===== config.mk =====
export PLATFORM = sky130hd
export DESIGN_NAME = tv80_busrq_dma_ctrl_flat
export DESIGN_NICKNAME = d
export VERILOG_FILES = /design/src/rtl/tv80_bus_pkg.sv /design/src/rtl/tv80_busrq_dma_ctrl_if.sv /design/src/rtl/tv80_busrq_sync_timeout.sv /design/src/rtl/tv80_busrq_dma_ctrl.sv /design/src/flat_wrapper.sv
export SDC_FILE = /design/constraint.sdc
export NUM_CORES = 1
export LEC_CHECK = 0
export BUFFER_PORTS_ARGS = -buffer_cell sky130_fd_sc_hd__buf_2
export CAP_MARGIN = 25
export CORE_MARGIN = 3
export CORE_UTILIZATION = 46
export DETAILED_ROUTE_END_ITERATION = 10
export GPL_TIMING_DRIVEN = 1
export PLACE_DENSITY = 0.77
export REMOVE_ABC_BUFFERS = 1
export SYNTH_ARGS = -nofsm -noshare
export SYNTH_HDL_FRONTEND = slang
export SYNTH_SLANG_ARGS = --single-unit
export TNS_END_PERCENT = 10

===== constraint.sdc =====
create_clock -name clk -period 1.61 [get_ports clk]
set_input_delay 0.322 -clock clk [delete_from_list [all_inputs] [get_ports clk]]
set_output_delay 0.322 -clock clk [all_outputs]
set_load 0.05 [all_outputs]

===== src/rtl/tv80_bus_pkg.sv =====
// Shared types for the tv80 bus-borrowing DMA block copier.
// Contents:
//   AW_DEF/DW_DEF/LW_DEF/ACK_TO_DEF : default address/data/length widths and busak_n timeout
//   state_e                         : controller states, in the order a copy walks through them
//   strobe_t                        : active-low memory strobe bundle {mreq_n, rd_n, wr_n}
//   busOwned()                      : true for the states in which the controller drives the bus
package tv80_bus_pkg;

  localparam int AW_DEF     = 16;
  localparam int DW_DEF     = 8;
  localparam int LW_DEF     = 16;
  localparam int ACK_TO_DEF = 255;

  typedef enum logic [2:0] {
    ST_IDLE,
    ST_REQ,
    ST_RDA,
    ST_RDD,
    ST_WR,
    ST_REL,
    ST_FIN,
    ST_ABT
  } state_e;

  typedef struct packed {
    logic mreq_n;
    logic rd_n;
    logic wr_n;
  } strobe_t;

  localparam strobe_t STROBE_IDLE  = '{mreq_n: 1'b1, rd_n: 1'b1, wr_n: 1'b1};
  localparam strobe_t STROBE_READ  = '{mreq_n: 1'b0, rd_n: 1'b0, wr_n: 1'b1};
  localparam strobe_t STROBE_WRITE = '{mreq_n: 1'b0, rd_n: 1'b1, wr_n: 1'b0};

  // Only the three transfer states may put anything on the shared bus.
  function automatic logic busOwned(state_e s);
    return (s == ST_RDA) || (s == ST_RDD) || (s == ST_WR);
  endfunction

endpackage


===== src/rtl/tv80_busrq_dma_ctrl_if.sv =====
// Command port plus CPU-bus signals of the DMA copier, bundled as one interface.
// Modports:
//   master : the controller (takes commands, requests the bus, drives A/dout/strobes)
//   slave  : the surroundings (host issuing commands, CPU answering busrq_n, memory returning di)
// Signals:
//   req_valid/req_ready/req_src/req_dst/req_len : copy command handshake
//   busy/done/err                               : copy status
//   busrq_n/busak_n                             : bus request / acknowledge, active low
//   bus_oe/A/dout/di/mreq_n/rd_n/wr_n           : borrowed memory bus
interface tv80_busrq_dma_ctrl_if import tv80_bus_pkg::*; #(
  parameter int AW = AW_DEF,
  parameter int DW = DW_DEF,
  parameter int LW = LW_DEF
) ();

  logic          req_valid;
  logic          req_ready;
  logic [AW-1:0] req_src;
  logic [AW-1:0] req_dst;
  logic [LW-1:0] req_len;
  logic          busy;
  logic          done;
  logic          err;
  logic          busrq_n;
  logic          busak_n;
  logic          bus_oe;
  logic [AW-1:0] A;
  logic [DW-1:0] dout;
  logic [DW-1:0] di;
  logic          mreq_n;
  logic          rd_n;
  logic          wr_n;

  modport master (
    input  req_valid, req_src, req_dst, req_len, busak_n, di,
    output req_ready, busy, done, err, busrq_n, bus_oe, A, dout, mreq_n, rd_n, wr_n
  );

  modport slave (
    output req_valid, req_src, req_dst, req_len, busak_n, di,
    input  req_ready, busy, done, err, busrq_n, bus_oe, A, dout, mreq_n, rd_n, wr_n
  );

endinterface


===== src/rtl/tv80_busrq_sync_timeout.sv =====
// Waits for the CPU to acknowledge a bus request and gives up after ACK_TO cycles.
// Ports:
//   clk, reset  : system clock, synchronous active-high reset
//   wait_i      : high while the controller is asking for the bus
//   busak_n_i   : bus acknowledge from the CPU, active low
//   ack_o       : acknowledge seen this cycle while waiting
//   timeout_o   : ACK_TO-th consecutive unacknowledged wait cycle (never when ACK_TO == 0)
module tv80_busrq_sync_timeout #(
  parameter int ACK_TO = 255
) (
  input  logic clk,
  input  logic reset,
  input  logic wait_i,
  input  logic busak_n_i,
  output logic ack_o,
  output logic timeout_o
);

  localparam int CW = (ACK_TO > 2) ? $clog2(ACK_TO) : 1;
  localparam logic [CW-1:0] LIMIT = (ACK_TO > 0) ? CW'(ACK_TO - 1) : '0;

  logic [CW-1:0] waitCnt_q, waitCnt_d;

  assign ack_o     = wait_i && !busak_n_i;
  assign timeout_o = (ACK_TO != 0) && wait_i && busak_n_i && (waitCnt_q == LIMIT);

  // The counter holds the number of unacknowledged cycles already spent in the
  // current wait, so the timeout fires on the ACK_TO-th such cycle. It is
  // cleared whenever the wait ends so every request starts from a full budget.
  always_comb begin
    waitCnt_d = waitCnt_q;
    if (!wait_i || !busak_n_i || timeout_o) begin
      waitCnt_d = '0;
    end else begin
      waitCnt_d = waitCnt_q + CW'(1);
    end
  end

  // Wait-cycle counter register.
  always_ff @(posedge clk) begin
    if (reset) begin
      waitCnt_q <= '0;
    end else begin
      waitCnt_q <= waitCnt_d;
    end
  end

endmodule


===== src/rtl/tv80_busrq_dma_ctrl.sv =====
// Bus-master block copier for the tv80s memory bus. Takes a copy command,
// borrows the bus with busrq_n/busak_n, moves req_len bytes from req_src to
// req_dst in ascending order (3 cycles per byte), then hands the bus back.
// Ports:
//   clk, reset : system clock, synchronous active-high reset
//   bus        : tv80_busrq_dma_ctrl_if.master -- command port, status, busrq_n/busak_n
//                and the borrowed memory bus (bus_oe selects it at the top level)
// Parameters: AW address width, DW data width, LW length width, ACK_TO busak_n
// timeout in cycles (0 waits forever).
module tv80_busrq_dma_ctrl import tv80_bus_pkg::*; #(
  parameter int AW     = AW_DEF,
  parameter int DW     = DW_DEF,
  parameter int LW     = LW_DEF,
  parameter int ACK_TO = ACK_TO_DEF
) (
  input  logic                 clk,
  input  logic                 reset,
  tv80_busrq_dma_ctrl_if.master bus
);

  state_e        state_q, state_d;
  logic [AW-1:0] srcAddr_q, srcAddr_d;
  logic [AW-1:0] dstAddr_q, dstAddr_d;
  logic [LW-1:0] len_q, len_d;
  logic [DW-1:0] data_q, data_d;

  logic          waitAck;
  logic          ackSeen;
  logic          ackTimeout;

  strobe_t       strobe;
  logic          busOe;
  logic          busRq_n;
  logic [AW-1:0] addrOut;

  assign waitAck = (state_q == ST_REQ);

  tv80_busrq_sync_timeout #(
    .ACK_TO (ACK_TO)
  ) u_ackWait (
    .clk       (clk),
    .reset     (reset),
    .wait_i    (waitAck),
    .busak_n_i (bus.busak_n),
    .ack_o     (ackSeen),
    .timeout_o (ackTimeout)
  );

  // Next-state and datapath updates. Command fields are captured only in IDLE,
  // so req_* may change freely while a copy runs. The length counter is checked
  // for 1 in WR because that is the byte whose decrement empties it.
  always_comb begin
    state_d   = state_q;
    srcAddr_d = srcAddr_q;
    dstAddr_d = dstAddr_q;
    len_d     = len_q;
    data_d    = data_q;
    unique case (state_q)
      ST_IDLE: begin
        if (bus.req_valid) begin
          srcAddr_d = bus.req_src;
          dstAddr_d = bus.req_dst;
          len_d     = bus.req_len;
          state_d   = (bus.req_len == '0) ? ST_FIN : ST_REQ;
        end
      end
      ST_REQ: begin
        if (ackSeen) begin
          state_d = ST_RDA;
        end else if (ackTimeout) begin
          state_d = ST_ABT;
        end
      end
      ST_RDA: begin
        state_d = ST_RDD;
      end
      ST_RDD: begin
        data_d  = bus.di;
        state_d = ST_WR;
      end
      ST_WR: begin
        srcAddr_d = srcAddr_q + AW'(1);
        dstAddr_d = dstAddr_q + AW'(1);
        len_d     = len_q - LW'(1);
        state_d   = (len_q == LW'(1)) ? ST_REL : ST_RDA;
      end
      ST_REL: begin
        if (bus.busak_n) begin
          state_d = ST_FIN;
        end
      end
      ST_FIN, ST_ABT: begin
        state_d = ST_IDLE;
      end
      default: begin
        state_d = ST_IDLE;
      end
    endcase
  end

  // State and datapath registers; reset drops any copy in progress at once.
  always_ff @(posedge clk) begin
    if (reset) begin
      state_q   <= ST_IDLE;
      srcAddr_q <= '0;
      dstAddr_q <= '0;
      len_q     <= '0;
      data_q    <= '0;
    end else begin
      state_q   <= state_d;
      srcAddr_q <= srcAddr_d;
      dstAddr_q <= dstAddr_d;
      len_q     <= len_d;
      data_q    <= data_d;
    end
  end

  // Bus outputs decode straight from the registered state. The strobes and
  // the address are only non-idle inside the owned states, so nothing toggles
  // on the shared bus while the CPU has it.
  always_comb begin
    strobe  = STROBE_IDLE;
    busOe   = busOwned(state_q);
    busRq_n = 1'b1;
    addrOut = '0;
    unique case (state_q)
      ST_REQ: begin
        busRq_n = 1'b0;
      end
      ST_RDA, ST_RDD: begin
        busRq_n = 1'b0;
        addrOut = srcAddr_q;
        strobe  = STROBE_READ;
      end
      ST_WR: begin
        busRq_n = 1'b0;
        addrOut = dstAddr_q;
        strobe  = STROBE_WRITE;
      end
      default: begin
        busRq_n = 1'b1;
      end
    endcase
  end

  assign bus.req_ready = (state_q == ST_IDLE);
  assign bus.busy      = (state_q != ST_IDLE);
  assign bus.done      = (state_q == ST_FIN);
  assign bus.err       = (state_q == ST_ABT);
  assign bus.busrq_n   = busRq_n;
  assign bus.bus_oe    = busOe;
  assign bus.A         = addrOut;
  assign bus.dout      = data_q;
  assign bus.mreq_n    = strobe.mreq_n;
  assign bus.rd_n      = strobe.rd_n;
  assign bus.wr_n      = strobe.wr_n;

endmodule

===== src/flat_wrapper.sv =====
// flat-port wrapper written by rule: the top's interface ports become plain ports
module tv80_busrq_dma_ctrl_flat import tv80_bus_pkg::*;
#(
  parameter int AW     = AW_DEF,
  parameter int DW     = DW_DEF,
  parameter int LW     = LW_DEF,
  parameter int ACK_TO = ACK_TO_DEF
)
  (clk, reset, bus_req_valid, bus_req_src, bus_req_dst, bus_req_len, bus_busak_n, bus_di, bus_req_ready, bus_busy, bus_done, bus_err, bus_busrq_n, bus_bus_oe, bus_A, bus_dout, bus_mreq_n, bus_rd_n, bus_wr_n);
  tv80_busrq_dma_ctrl_if #(.AW(AW), .DW(DW), .LW(LW)) bus_i ();
  input  logic clk;
  input  logic reset;
  input wire logic [$bits(bus_i.req_valid)-1:0] bus_req_valid;
  input wire logic [$bits(bus_i.req_src)-1:0] bus_req_src;
  input wire logic [$bits(bus_i.req_dst)-1:0] bus_req_dst;
  input wire logic [$bits(bus_i.req_len)-1:0] bus_req_len;
  input wire logic [$bits(bus_i.busak_n)-1:0] bus_busak_n;
  input wire logic [$bits(bus_i.di)-1:0] bus_di;
  output wire logic [$bits(bus_i.req_ready)-1:0] bus_req_ready;
  output wire logic [$bits(bus_i.busy)-1:0] bus_busy;
  output wire logic [$bits(bus_i.done)-1:0] bus_done;
  output wire logic [$bits(bus_i.err)-1:0] bus_err;
  output wire logic [$bits(bus_i.busrq_n)-1:0] bus_busrq_n;
  output wire logic [$bits(bus_i.bus_oe)-1:0] bus_bus_oe;
  output wire logic [$bits(bus_i.A)-1:0] bus_A;
  output wire logic [$bits(bus_i.dout)-1:0] bus_dout;
  output wire logic [$bits(bus_i.mreq_n)-1:0] bus_mreq_n;
  output wire logic [$bits(bus_i.rd_n)-1:0] bus_rd_n;
  output wire logic [$bits(bus_i.wr_n)-1:0] bus_wr_n;
  assign bus_i.req_valid = bus_req_valid;
  assign bus_i.req_src = bus_req_src;
  assign bus_i.req_dst = bus_req_dst;
  assign bus_i.req_len = bus_req_len;
  assign bus_i.busak_n = bus_busak_n;
  assign bus_i.di = bus_di;
  assign bus_req_ready = bus_i.req_ready;
  assign bus_busy = bus_i.busy;
  assign bus_done = bus_i.done;
  assign bus_err = bus_i.err;
  assign bus_busrq_n = bus_i.busrq_n;
  assign bus_bus_oe = bus_i.bus_oe;
  assign bus_A = bus_i.A;
  assign bus_dout = bus_i.dout;
  assign bus_mreq_n = bus_i.mreq_n;
  assign bus_rd_n = bus_i.rd_n;
  assign bus_wr_n = bus_i.wr_n;
  tv80_busrq_dma_ctrl #(.AW(AW), .DW(DW), .LW(LW), .ACK_TO(ACK_TO)) u_core (.clk(clk), .reset(reset), .bus(bus_i));
endmodule

==> results.sh <==
export IMPL_grt_pass1_vias=4547
export IMPL_place_gp_congestion=0.8990
export IMPL_finalHoldViolations=0
export IMPL_cts_root_buf="clkbuf_8"
export IMPL_path_clk_slew_ns=0.08
export IMPL_synth_async_reset_ratio=0
export IMPL_setup_slack_ns=-0.3223
export IMPL_peakVddDrop_uv=1611
export IMPL_maxCapViolations=0
export IMPL_drv_slew=0
export IMPL_synth_seq_cells=67
export IMPL_cp_required_ns=1.29
export IMPL_ant_nets=0
export IMPL_yosysSeqAreaShare=0.3417
export IMPL_fp_dieW_um=98.37
export IMPL_fp_row_count=33
export IMPL_ys_types=65
export IMPL_antenna_found_initial=0
export IMPL_hold_path_depth=3
export IMPL_p_per_area_mw_per_mm2=1499
export IMPL_cp_depth=6
export IMPL_worst_pin_slew_ns=0.3452
export IMPL_reg2reg_depth=7
export IMPL_vias_per_cell=6.227
export IMPL_synthTopCellsByCount="67 x dfxtp_1, 60 x nand2_1, 47 x a21oi_1"
export IMPL_coreArea_mm2=0.008258
export IMPL_port_buffers=92
export IMPL_min_path_type="in -> reg"
export IMPL_cts_tree="done"
export IMPL_fin_crit_ns=1.932
export IMPL_arrival_ns=1.61
export IMPL_post_place_ws_ns=-0.04790
export IMPL_period_share=1.200
export IMPL_clock_path_buffers=2
export IMPL_synth_area_leaders="dfxtp_1 34%, a21oi_1 6.0%, nand2_1 5.7%"
export IMPL_max_slew_margin=0.7682
export IMPL_p_leak_nw=2.247
export IMPL_grt_max_degree=54
export IMPL_finalClockSkew_ns=0.01149
export IMPL_grt_pass1_wl_um=21350
export IMPL_avgSynthCellArea_um2=7.788
export IMPL_fmax_ghz=0.5175
export IMPL_setup_violations=47
export IMPL_grt_overflow_total=0
export IMPL_die_h_um=98.37
export IMPL_drt_iter0_drc=364
export IMPL_crit_slowest_cell="dfxtp_4"
export IMPL_synth_top_cell_area_share=0.3417
export IMPL_grtUsageTotal=0.2678
export IMPL_fin_util=0.6739
export IMPL_end_kind="output pin"
export IMPL_hpwl_um=8841
export IMPL_violations="negative setup slack"
export IMPL_syn_area_mm2=0.003925
export IMPL_cp_max_fo=7
export IMPL_first_pass_iters=5
export IMPL_crit_type="reg -> out"
export IMPL_cts_max_level=3
export IMPL_crit_chain="nor3b_4 -> buf_4 -> inv_4 -> buf_12 -> o21ai_4 -> buf_6"
export IMPL_vias=4720
export IMPL_dieArea_mm2=0.009677
export IMPL_critPathLaunchType="flip-flop"
export IMPL_worst_path_buf_inv=4
export IMPL_crit_family="buffers and inverters"
export IMPL_yosys_cell_count_top_type="dfxtp_1"
export IMPL_start_util=0.4753
export IMPL_num_fill_cells=647
export IMPL_drt_total_wl_um=13410
export IMPL_yosysTopAreaCell="dfxtp_1"
export IMPL_syn_to_final_growth_pct=41.79
export IMPL_drc=0
export IMPL_nNetsFinal=715
export IMPL_slowest_delay_ns=0.38
export IMPL_io_pins=93
export IMPL_synth_edff_count=0
export IMPL_grt_setup_unrepaired="yes"
export IMPL_ys_flop_type="dfxtp_1"
export IMPL_numClockSinks=67
export IMPL_cts_buffers=9
export IMPL_synth_cells=504
export IMPL_worstSkewPairLatency_ns=0.36
export IMPL_antenna_cells=0
export IMPL_status="finished, violations left"
export IMPL_yosys_warnings=0
export IMPL_drive_gt1_frac=0.3476
export IMPL_wl_per_cell_um=17.70
-- per-layer routing --
layer  vias up  routed length, um  global-route usage
li1       2192                  -                   -
met1      2179               5229              0.3305
met2       306               6521              0.4446
met3        43               1307             0.07286
met4         0                354              0.1019
met5         -                  0                   0
-- layout make-up --
type                            count  area, um^2  share of cell area
Tap cell                          105       131.4             0.02361
Inverter                           16       62.56             0.01124
Timing Repair Buffer              173        1364              0.2451
Clock inverter                      6       67.56             0.01214
Sequential cell                    67        1354              0.2433
Multi-Input combinational cell    382        2462              0.4424
Clock buffer                        9       123.9             0.02226
-- worst reg2reg max path, stage by stage, from the launching register on --
cell     delay [ns]
dfxtp_4        0.38
nor3b_4        0.23
buf_4          0.17
inv_4          0.04
buf_4          0.13
buf_6          0.14
or4_1          0.53
a31oi_1        0.18
-- power breakdown --
group	internal (mW)	total, mW	switching (mW)
Sequential	2.04	2.47	0.437
Clock	0.708	1.42	0.709
Combinational	1.90	4.45	2.56
-- logic make-up (layout without fill, tap and decap cells) --
group / after synthesis / count (layout) / synth area share
DFF: 67 / 67 / 0.3417
AOI/OAI and AO/OA: 166 / 166 / 0.2821
muxes: 2 / 2 / 0.005419
adders and majority gates: 6 / 6 / 0.01913
xor gates and xnor gates: 10 / 10 / 0.02231
buffers and inverters: 55 / 204 / 0.05929
and+or+nand+nor: 198 / 198 / 0.2700
-- registers in the layout (all words and copies together), names as in the netlist --
signal and count:
u_core.u_ackWait.waitCnt_q 8, u_core.len_q 16, u_core.bus.dout 8, u_core.dstAddr_q 16, u_core.state_q 3, u_core.srcAddr_q 16
-- path summary, 6_finish.rpt --
check,slack (ns),from,end
setup / recovery,-0.32,u_core.state_q[0],bus_A[6]
hold reg to reg,0.46,u_core.bus.dout[1],u_core.bus.dout[1]
setup reg to reg,-0.25,u_core.state_q[0],u_core.len_q[15]
hold / removal,0.20,bus_req_dst[10],u_core.dstAddr_q[10]
-- layout by cell type (no fill, tap or decap), types with 6 or more instances in the layout --
| master | n |
|---|---|
| nand3_1 | 25 |
| and2_1 | 6 |
| clkbuf_8 | 9 |
| a22oi_1 | 12 |
| ha_1 | 6 |
| buf_6 | 24 |
| nand2_1 | 57 |
| dfxtp_1 | 61 |
| nor2_1 | 25 |
| or4_1 | 8 |
| a211oi_1 | 8 |
| inv_1 | 12 |
| a22o_1 | 10 |
| a21oi_1 | 45 |
| a31oi_1 | 11 |
| xor2_1 | 6 |
| nand4_1 | 18 |
| nor3_1 | 11 |
| buf_2 | 68 |
| buf_4 | 71 |
| o21ai_0 | 23 |
| o221ai_1 | 6 |
| o211ai_1 | 10 |
-- per-stage QoR --
stage               cells  hold WS, ns  instance area (um^2)   TNS, ns  power, mW
floorplan             465       0.3911                  3752    -96.59      4.618
global placement      731       0.4392                  4933  -0.02989      6.148
detailed placement    731       0.4472                  4933   -0.6399      6.251
CTS                   754       0.1868                  5439    -5.600      8.051
global route          758       0.1950                  5565    -10.41      8.787
finish                758       0.2001                  5565    -7.217      8.343
-- what timing repair did --
action	in CTS	in global routing
hold buffers	0	0
cloned	2	1
gates resized for setup	70	23
setup buffers	6	3
endpoints found under the setup margin	47	71
pin swaps	12	4
Note: power is estimated with default switching activity, not from simulation.
